===== src/rtl/tech_rsreg_pkg.sv =====
// Shared mode encoding and next-value function for the tech_rsreg register bank.
package tech_rsreg_pkg;

  localparam int unsigned MAX_W = 64;

  typedef enum logic [2:0] {
    MODE_HOLD = 3'd0,
    MODE_LOAD = 3'd1,
    MODE_SHL  = 3'd2,
    MODE_SHR  = 3'd3,
    MODE_INC  = 3'd4,
    MODE_DEC  = 3'd5,
    MODE_ROTL = 3'd6,
    MODE_ROTR = 3'd7
  } mode_e;

  // Operates on zero-extended MAX_W vectors; 'width' is the live register width.
  function automatic logic [MAX_W-1:0] next_val(
    input logic [MAX_W-1:0] q,
    input logic [MAX_W-1:0] d,
    input logic             si,
    input mode_e            mode,
    input int unsigned      width
  );
    logic [MAX_W-1:0] mask;
    logic [MAX_W-1:0] r;
    mask = {MAX_W{1'b1}} >> (MAX_W - width);
    case (mode)
      MODE_HOLD: r = q;
      MODE_LOAD: r = d;
      MODE_SHL:  r = (q << 1) | MAX_W'(si);
      MODE_SHR:  r = (q >> 1) | (MAX_W'(si) << (width - 1));
      MODE_INC:  r = q + MAX_W'(1);
      MODE_DEC:  r = q - MAX_W'(1);
      MODE_ROTL: r = (q << 1) | MAX_W'(q[width-1]);
      MODE_ROTR: r = (q >> 1) | (MAX_W'(q[0]) << (width - 1));
      default:   r = q;
    endcase
    return r & mask;
  endfunction

endpackage


===== src/rtl/tech_rsreg_bank_cell.sv =====
// One register bit with enable and synchronous set/clear override (clear wins).
module tech_rsreg_cell #(
  parameter bit NEG_CLK = 1'b1
) (
  input  logic clk_i,
  input  logic rst_ni,
  input  logic en_i,
  input  logic r_i,
  input  logic set_i,
  input  logic clr_i,
  output logic q_o
);

  logic q_q;
  logic q_d;

  always_comb begin
    q_d = q_q;
    if (en_i) q_d = (r_i | set_i) & ~clr_i;
  end

  if (NEG_CLK) begin : g_neg
    always_ff @(negedge clk_i or negedge rst_ni) begin
      if (!rst_ni) q_q <= 1'b0;
      else         q_q <= q_d;
    end
  end else begin : g_pos
    always_ff @(posedge clk_i or negedge rst_ni) begin
      if (!rst_ni) q_q <= 1'b0;
      else         q_q <= q_d;
    end
  end

  assign q_o = q_q;

endmodule


===== src/rtl/tech_rsreg_bank.sv =====
// Multi-mode register bank: load/shift/rotate/inc/dec with per-bit set/clear masks.
// Optional registered parity output enabled by defining TECH_RSREG_PARITY_EN.
module tech_rsreg_bank
  import tech_rsreg_pkg::*;
#(
  parameter int unsigned WIDTH   = 8,
  parameter bit          NEG_CLK = 1'b1
) (
  input  logic             clk,
  input  logic             reset,
  input  logic             en,
  input  logic [2:0]       mode,
  input  logic [WIDTH-1:0] d,
  input  logic             si,
  input  logic [WIDTH-1:0] set_mask,
  input  logic [WIDTH-1:0] clr_mask,
  output logic [WIDTH-1:0] q,
  output logic             so,
  output logic             carry
`ifdef TECH_RSREG_PARITY_EN
  ,
  output logic             par
`endif
);

  mode_e            mode_s;
  logic [WIDTH-1:0] r_d;
  logic             so_q, so_d;
  logic             carry_q, carry_d;

  assign mode_s = mode_e'(mode);
  assign r_d    = WIDTH'(next_val(MAX_W'(q), MAX_W'(d), si, mode_s, WIDTH));

  for (genvar i = 0; i < WIDTH; i++) begin : g_bit
    tech_rsreg_cell #(.NEG_CLK(NEG_CLK)) u_cell (
      .clk_i  (clk),
      .rst_ni (reset),
      .en_i   (en),
      .r_i    (r_d[i]),
      .set_i  (set_mask[i]),
      .clr_i  (clr_mask[i]),
      .q_o    (q[i])
    );
  end

  // Wrap flag looks at the pre-mask q, so masks never influence carry.
  always_comb begin
    so_d    = so_q;
    carry_d = carry_q;
    if (en) begin
      carry_d = ((mode_s == MODE_INC) && (q == '1)) ||
                ((mode_s == MODE_DEC) && (q == '0));
      if (mode_s == MODE_SHL) so_d = q[WIDTH-1];
      if (mode_s == MODE_SHR) so_d = q[0];
    end
  end

  if (NEG_CLK) begin : g_neg
    always_ff @(negedge clk or negedge reset) begin
      if (!reset) begin
        so_q    <= 1'b0;
        carry_q <= 1'b0;
      end else begin
        so_q    <= so_d;
        carry_q <= carry_d;
      end
    end
  end else begin : g_pos
    always_ff @(posedge clk or negedge reset) begin
      if (!reset) begin
        so_q    <= 1'b0;
        carry_q <= 1'b0;
      end else begin
        so_q    <= so_d;
        carry_q <= carry_d;
      end
    end
  end

  assign so    = so_q;
  assign carry = carry_q;

`ifdef TECH_RSREG_PARITY_EN
  logic par_q, par_d;

  always_comb begin
    par_d = par_q;
    if (en) par_d = ^((r_d | set_mask) & ~clr_mask);
  end

  if (NEG_CLK) begin : g_par_neg
    always_ff @(negedge clk or negedge reset) begin
      if (!reset) par_q <= 1'b0;
      else        par_q <= par_d;
    end
  end else begin : g_par_pos
    always_ff @(posedge clk or negedge reset) begin
      if (!reset) par_q <= 1'b0;
      else        par_q <= par_d;
    end
  end

  assign par = par_q;
`endif

endmodule


===== config.mk =====
export PLATFORM = sky130hd
export DESIGN_NAME = tech_rsreg_bank
export DESIGN_NICKNAME = d
export VERILOG_FILES = /design/src/rtl/tech_rsreg_pkg.sv /design/src/rtl/tech_rsreg_bank_cell.sv /design/src/rtl/tech_rsreg_bank.sv
export SDC_FILE = /design/constraint.sdc
export NUM_CORES = 1
export LEC_CHECK = 0
export ABC_CLOCK_PERIOD_IN_PS = 4850
export CORE_MARGIN = 2
export CORE_UTILIZATION = 50
export CTS_CLUSTER_DIAMETER = 50
export CTS_CLUSTER_SIZE = 25
export DETAILED_ROUTE_END_ITERATION = 7
export PLACE_DENSITY = 0.82
export SLEW_MARGIN = 20
export SYNTH_ARGS = -nofsm -noshare
export SYNTH_HDL_FRONTEND = slang
export SYNTH_SLANG_ARGS = --single-unit

===== constraint.sdc =====
create_clock -name clk -period 4.85 [get_ports clk]
set_input_delay 0.485 -clock clk [delete_from_list [all_inputs] [get_ports clk]]
set_output_delay 0.485 -clock clk [all_outputs]
set_load 0.005 [all_outputs]

==> impl_metrics.env, run 1 <==
export IMPL_most_frequently_used_cell_type_in_the_post_synthesis_netlist="nor2_1"
export IMPL_post_cts_resize_count=0
export IMPL_placedInstanceArea_mm2=0.00160
export IMPL_syn_avg_cell_area_um2=8.26
export IMPL_pwr_share_clk_pct=23.0
export IMPL_gp_congestion=0.891
export IMPL_asyncSetResetFlopFracSynth_pct=100
export IMPL_slowest_stage="clkdlybuf4s50_1"
export IMPL_slew_viol_final=0
export IMPL_avgRoutedWirePerCell_um=16.4
export IMPL_switchingPower_mw=0.125
export IMPL_post_route_cell_area_mm2=0.00163
export IMPL_ctsRootBufferMaster="clkbuf_4"
export IMPL_p_per_area_mw_per_mm2=217
export IMPL_setup_total_negative_slack_ps=0
export IMPL_timing_critical_path_required_ps=2560
export IMPL_proportion_of_layout_cells_with_a_drive_suffix_above_1_pct=12.4
export IMPL_slew_headroom_pct=65.4
export IMPL_detailedRoute_firstIterationViolations=44
export IMPL_leakage_nw=0.640
export IMPL_post_drt_via_cell_ratio=5.99
export IMPL_grt_antenna_before_repair=0
export IMPL_coreArea_mm2=0.00248
export IMPL_least_margin_pin_slew_ps=518
export IMPL_max_clock_path_buffers=2
export IMPL_setup_violations_final=0
export IMPL_drt_drc_violations_left=0
export IMPL_sequential_cell_area_um2=250
export IMPL_area_delta_synth_final_pct=25.1
export IMPL_critical_path_startpoint_type="input port"
export IMPL_post_route_util_pct=65.9
export IMPL_die_width_um=55.1
export IMPL_synth_cells_most_frequent="13 x nor2_1, 11 x nand2_1, 10 x dfrtn_1"
export IMPL_rsz0062_at_grt="no"
export IMPL_clk_latency_ps=280
export IMPL_critical_path_top_delay_family="compound AO/OA/AOI/OAI gates"
export IMPL_route_vias_total=1293
export IMPL_antenna_left=0
export IMPL_synth_ff_type="dfrtn_1"
export IMPL_pwr_share_seq_pct=34.8
export IMPL_fin_hold_ws_ps=486
export IMPL_path_max_fanout=20
export IMPL_floorplan_io_pins=41
export IMPL_synth_edff_count=0
export IMPL_initial_core_util_pct=52.7
export IMPL_critical_path_endpoint_type="register"
export IMPL_hold_path_class="register to register"
export IMPL_worst_path_buf_inv=2
export IMPL_first_pass_iters=4
export IMPL_routed_wirelength_um=3550
export IMPL_crit_chain="clkdlybuf4s50_1 -> buf_4 -> nor2_1 -> a22o_1 -> a211oi_1 -> a31oi_1 -> o22a_1"
export IMPL_cts_sinks=10
export IMPL_cts_hold_repair_buffers=0
export IMPL_pin_count_of_the_biggest_net_entering_global_routing=23
export IMPL_diodes_inserted=0
export IMPL_clock_pin_slew_of_the_registers_on_the_worst_case_setup_and_hold_paths_ps=60
export IMPL_synthDistinctLibCells=56
export IMPL_grt_pass1_wl_um=5520
export IMPL_netSwitchingFraction_pct=35.3
export IMPL_numCtsBuffers=3
export IMPL_vdd_ir_drop_max_mv=0.156
export IMPL_mappedNetlistNets=191
export IMPL_postSynthRegisterBits=10
export IMPL_synth_cell_area_mm2=0.00131
export IMPL_synth_cells=158
export IMPL_drv_cap=0
export IMPL_worst_endpoint_arrival_ps=2160
export IMPL_final_net_count=220
export IMPL_grt_remaining_overflow=0
export IMPL_run_status="complete, no violations"
export IMPL_layout_filler_cells=220
export IMPL_number_of_warnings_reported_in_the_yosys_synthesis_log=0
export IMPL_grt_use_total_pct=25.9
export IMPL_fin_skew_ps=2.12
export IMPL_timing_worst_setup_path_type="input port to register"
export IMPL_std_cell_rows=18
export IMPL_critical_path_max_stage_delay_ps=480
export IMPL_power_combinational_fraction_pct=42.1
export IMPL_synthDominantAreaCellType="dfrtn_1"
export IMPL_floorplan_die_area_mm2=0.00303
export IMPL_hold_violations=0
export IMPL_cts_tree="yes"
export IMPL_multi_input_comb_area_um2=833
export IMPL_number_of_global_route_vias_before_repair=1227
export IMPL_post_cts_buffers=0
export IMPL_synthDominantCellAreaShare_pct=19.2
export IMPL_portBuffers=40
export IMPL_number_of_levels_in_the_clock_h_tree=1
export IMPL_die_height_um=55.1
export IMPL_synth_top_cells_by_area="dfrtn_1 19%, mux2i_1 5.4%, buf_4 5.2%"
export IMPL_p_int_mw=0.229
export IMPL_half_perimeter_wire_length_after_detailed_placement_um=2660
export IMPL_yosysSeqAreaShare_pct=19.2
export IMPL_report_power_total_mw=0.354
-- final timing paths --
path / from / end / slack (ps) / depth (start not counted)
worst min-delay path: so / so / 490 / 1
min in group asynchronous: reset / g_bit[2].u_cell.q_o / 2850 / 1
max in group asynchronous: reset / g_bit[5].u_cell.q_o / 1620 / 1
worst max-delay path: mode[1] / g_bit[0].u_cell.q_o / 390 / 7
worst max register to register: g_bit[1].u_cell.q_o / g_bit[2].u_cell.q_o / 3100 / 6
worst min register to register: so / so / 490 / 1
-- final cells by class --
cell class                 instances  area share [%]
tap                               30            2.30
multi-input combinational        120            51.0
timing repair buffer              48            28.2
clock buffer                       4            2.22
sequential                        10            15.3
inverter                           4           0.920
-- power groups by stage --
stage | clock network, mW | logic, mW | registers (mW)
floorplan | 0 | 0.121 | 0.105
global placement | 0 | 0.146 | 0.123
detailed placement | 0 | 0.148 | 0.124
CTS | 0.0823 | 0.149 | 0.122
global route | 0.0871 | 0.162 | 0.126
finish | 0.0816 | 0.149 | 0.123
-- state kept, by name, summed over array words and instances (netlist names) --
signal	flops
so	1
g_bit.u_cell.q_o	8
carry	1
-- metal layers --
metal  part of all wire, %  global-route usage, %  up-vias  wire [µm]
met3                   6.8                   2.69        6        243
met5                     0                      0        -          0
li1                      -                      -      633          -
met2                    48                   43.8       60       1700
met4                   2.1                   13.0        0         74
met1                    43                   32.5      594       1530
-- cell usage in the layout (no fill, tap or decap), types with 2 or more instances in the layout --
cell | synthesis | routed
a211o_1 | 2 | 2
a211oi_1 | 5 | 5
a21boi_0 | 2 | 2
a21oi_1 | 7 | 7
a31oi_1 | 5 | 5
buf_4 | 9 | 8
clkbuf_4 | 0 | 3
clkdlybuf4s50_1 | 0 | 40
dfrtn_1 | 10 | 10
ha_1 | 2 | 2
inv_1 | 4 | 4
mux2_2 | 5 | 5
mux2i_1 | 7 | 7
nand2_1 | 11 | 11
nand2b_1 | 4 | 4
nand3_1 | 4 | 4
nand4_1 | 3 | 3
nor2_1 | 13 | 13
nor3_1 | 5 | 5
nor3b_1 | 3 | 3
o21ai_0 | 5 | 5
o22a_1 | 2 | 2
o31ai_1 | 4 | 4
or3_1 | 2 | 2
xnor2_1 | 3 | 3
-- through the flow --
stage | std cells | worst slack [ps]
after global routing | 216 | 308
after global placement | 212 | 106
after floorplan | 158 | 547
after detailed placement | 212 | 112
after CTS | 216 | 403
final | 216 | 394
-- logic make-up (layout without fill, tap and decap cells) --
family	Yosys count	after routing	share of synthesized area, %
xor gates and xnor gates	4	4	2.69
buffers and inverters	28	56	17.0
muxes	12	12	9.68
DFF	10	10	19.2
adders and majority gates	2	2	1.92
AOI/OAI and AO/OA	46	46	26.2
and+or+nand+nor	56	56	23.4
Power figures use the tool's default switching activity.
==> inputs of run 2 (changes only) <==
Settings changed: MAX_ROUTING_LAYER set to met4.
==> impl_metrics.env, run 2 (synthesized netlist as in run 1, its figures left out) <==
export IMPL_slew_viol_final=0
export IMPL_final_common_cell="clkdlybuf4s50_1"
export IMPL_grt_antenna_before_repair=0
export IMPL_final_critical_path_setup_slack_ps=335
export IMPL_critical_path_reg2reg_endpoint="g_bit[2].u_cell.q_o"
export IMPL_crit_chain="clkdlybuf4s50_1 -> buf_4 -> mux2_2 -> a211oi_1 -> o31ai_1 -> o2bb2ai_1"
export IMPL_report_power_total_mw=0.335
export IMPL_diodes_inserted=0
export IMPL_first_pass_iters=5
export IMPL_multi_input_comb_area_um2=833
export IMPL_drt_drc_violations_left=0
export IMPL_path_max_fanout=21
export IMPL_cts_sinks=10
export IMPL_critical_path_endpoint_type="register"
export IMPL_initial_core_util_pct=52.7
export IMPL_timing_hold_worst_path_depth=1
export IMPL_clock_pin_slew_of_the_registers_on_the_worst_case_setup_and_hold_paths_ps=50
export IMPL_dpl_worst_slack_ps=36.3
export IMPL_cts_tree="yes"
export IMPL_portBuffers=40
export IMPL_setup_total_negative_slack_ps=0
export IMPL_pwr_share_clk_pct=18.7
export IMPL_switchingPower_mw=0.123
export IMPL_fin_skew_ps=0.611
export IMPL_hold_path_class="register to register"
export IMPL_ctsRootBufferMaster="clkbuf_4"
export IMPL_gp_congestion=0.889
export IMPL_layout_filler_cells=216
export IMPL_post_route_cell_area_mm2=0.00162
export IMPL_final_net_count=220
export IMPL_proportion_of_layout_cells_with_a_drive_suffix_above_1_pct=11.9
export IMPL_critical_path_startpoint_type="input port"
export IMPL_number_of_levels_in_the_clock_h_tree=1
export IMPL_pin_count_of_the_biggest_net_entering_global_routing=22
export IMPL_max_clock_path_buffers=2
export IMPL_routed_wirelength_um=3530
export IMPL_fin_hold_ws_ps=473
export IMPL_r2r_slack_ps=3030
export IMPL_globalRoute_busiestLayer="met2"
export IMPL_clk_latency_ps=280
export IMPL_worst_endpoint_arrival_ps=2220
export IMPL_netSwitchingFraction_pct=36.6
export IMPL_avgRoutedWirePerCell_um=16.4
export IMPL_run_status="complete, no violations"
export IMPL_die_width_um=55.1
export IMPL_grt_use_total_pct=26.3
export IMPL_route_vias_total=1305
export IMPL_numCtsBuffers=3
export IMPL_rr_startpoint="g_bit[1].u_cell.q_o"
export IMPL_grt_remaining_overflow=0
export IMPL_critical_path_top_delay_family="buffers and inverters"
export IMPL_detailedRoute_firstIterationViolations=76
export IMPL_largest_register_ffs=8
export IMPL_globalRouteMet2Util_pct=43.8
export IMPL_number_of_global_route_vias_before_repair=1176
export IMPL_slowest_stage="clkdlybuf4s50_1"
export IMPL_least_margin_pin_slew_ps=528
export IMPL_p_int_mw=0.212
export IMPL_sequential_cell_area_um2=250
export IMPL_post_route_util_pct=65.4
export IMPL_die_height_um=55.1
export IMPL_p_per_area_mw_per_mm2=207
export IMPL_std_cell_rows=18
export IMPL_hold_violations=0
export IMPL_globalRouteMet1Util_pct=32.4
export IMPL_power_combinational_fraction_pct=44.8
export IMPL_slew_headroom_pct=64.7
export IMPL_hold_path_startpoint="so"
export IMPL_floorplan_io_pins=41
export IMPL_placedInstanceArea_mm2=0.00160
export IMPL_setup_violations_final=0
export IMPL_cts_hold_repair_buffers=0
export IMPL_drv_cap=0
export IMPL_timing_critical_path_required_ps=2550
export IMPL_worst_r2r_path_depth=6
export IMPL_critical_path_max_stage_delay_ps=490
export IMPL_area_delta_synth_final_pct=24.1
export IMPL_grtUsageMet3_pct=2.69
export IMPL_numPlacedInstances=212
export IMPL_top_library_cells_by_usage_in_the_layout_fill_and_taps_aside="40 x clkdlybuf4s50_1, 13 x nor2_1, 11 x nand2_1, 10 x dfrtn_1, 8 x buf_4"
export IMPL_hold_path_end="so"
export IMPL_antenna_left=0
export IMPL_worst_path_buf_inv=2
export IMPL_vdd_ir_drop_max_mv=0.135
export IMPL_coreArea_mm2=0.00248
export IMPL_post_cts_buffers=0
export IMPL_final_instance_count_excl_fill=215
export IMPL_pwr_share_seq_pct=36.5
export IMPL_post_cts_resize_count=0
export IMPL_floorplan_die_area_mm2=0.00303
export IMPL_half_perimeter_wire_length_after_detailed_placement_um=2740
export IMPL_post_drt_via_cell_ratio=6.07
export IMPL_timing_worst_setup_path_type="input port to register"
export IMPL_grt_pass1_wl_um=5460
export IMPL_leakage_nw=0.633
export IMPL_rsz0062_at_grt="no"
==> run 2: cell types whose count changed in the layout (fill, tap and decap cells not counted) <==
cell / previous run / this run
clkbuf_8: 1 / 0
==> run 2: how the worst max path moves through the flow <==
stage          slack, ps  cells after the start     from                  end
2_1_floorplan        550                      7  mode[1]  g_bit[2].u_cell.q_o
3_3_place_gp         100                      6  mode[0]  g_bit[4].u_cell.q_o
3_5_place_dp          40                      8  mode[1]  g_bit[2].u_cell.q_o
4_1_cts              360                      8  mode[1]  g_bit[2].u_cell.q_o
5_1_grt              230                      8  mode[1]  g_bit[2].u_cell.q_o
6_report             330                      6  mode[0]  g_bit[4].u_cell.q_o
==> run 2: worst register-to-register path, stage by stage (launching register included) <==
cell and delay [ps]:
dfrtn_1 620, xnor2_1 170, ha_1 250, mux2i_1 260, xor2_1 190, a21oi_1 90, o31ai_1 250
==> run 2: area by class of cell <==
cell class	count	area share, %
Multi-Input combinational cell	120	51.5
Tap cell	30	2.32
Clock buffer	3	1.39
Timing Repair Buffer	48	28.4
Inverter	4	0.927
Sequential cell	10	15.5
==> run 2: layer usage <==
metal	wire length [µm]	vias up
met4	61	0
li1	-	632
met5	0	-
met2	1730	69
met1	1460	598
met3	278	6
==> run 2: power groups by stage <==
stage | registers [mW] | logic (mW) | clock network (mW)
2_1_floorplan | 0.105 | 0.121 | 0
3_3_place_gp | 0.123 | 0.146 | 0
3_5_place_dp | 0.123 | 0.149 | 0
4_1_cts | 0.122 | 0.150 | 0.0616
5_1_grt | 0.125 | 0.164 | 0.0656
6_report | 0.122 | 0.150 | 0.0627
==> inputs of run 3 (changes only) <==
Settings changed: MAX_ROUTING_LAYER met4 to not set.
==> results of run 3 <==
The final DEF is identical to that of run 1; final timing and power are the same.
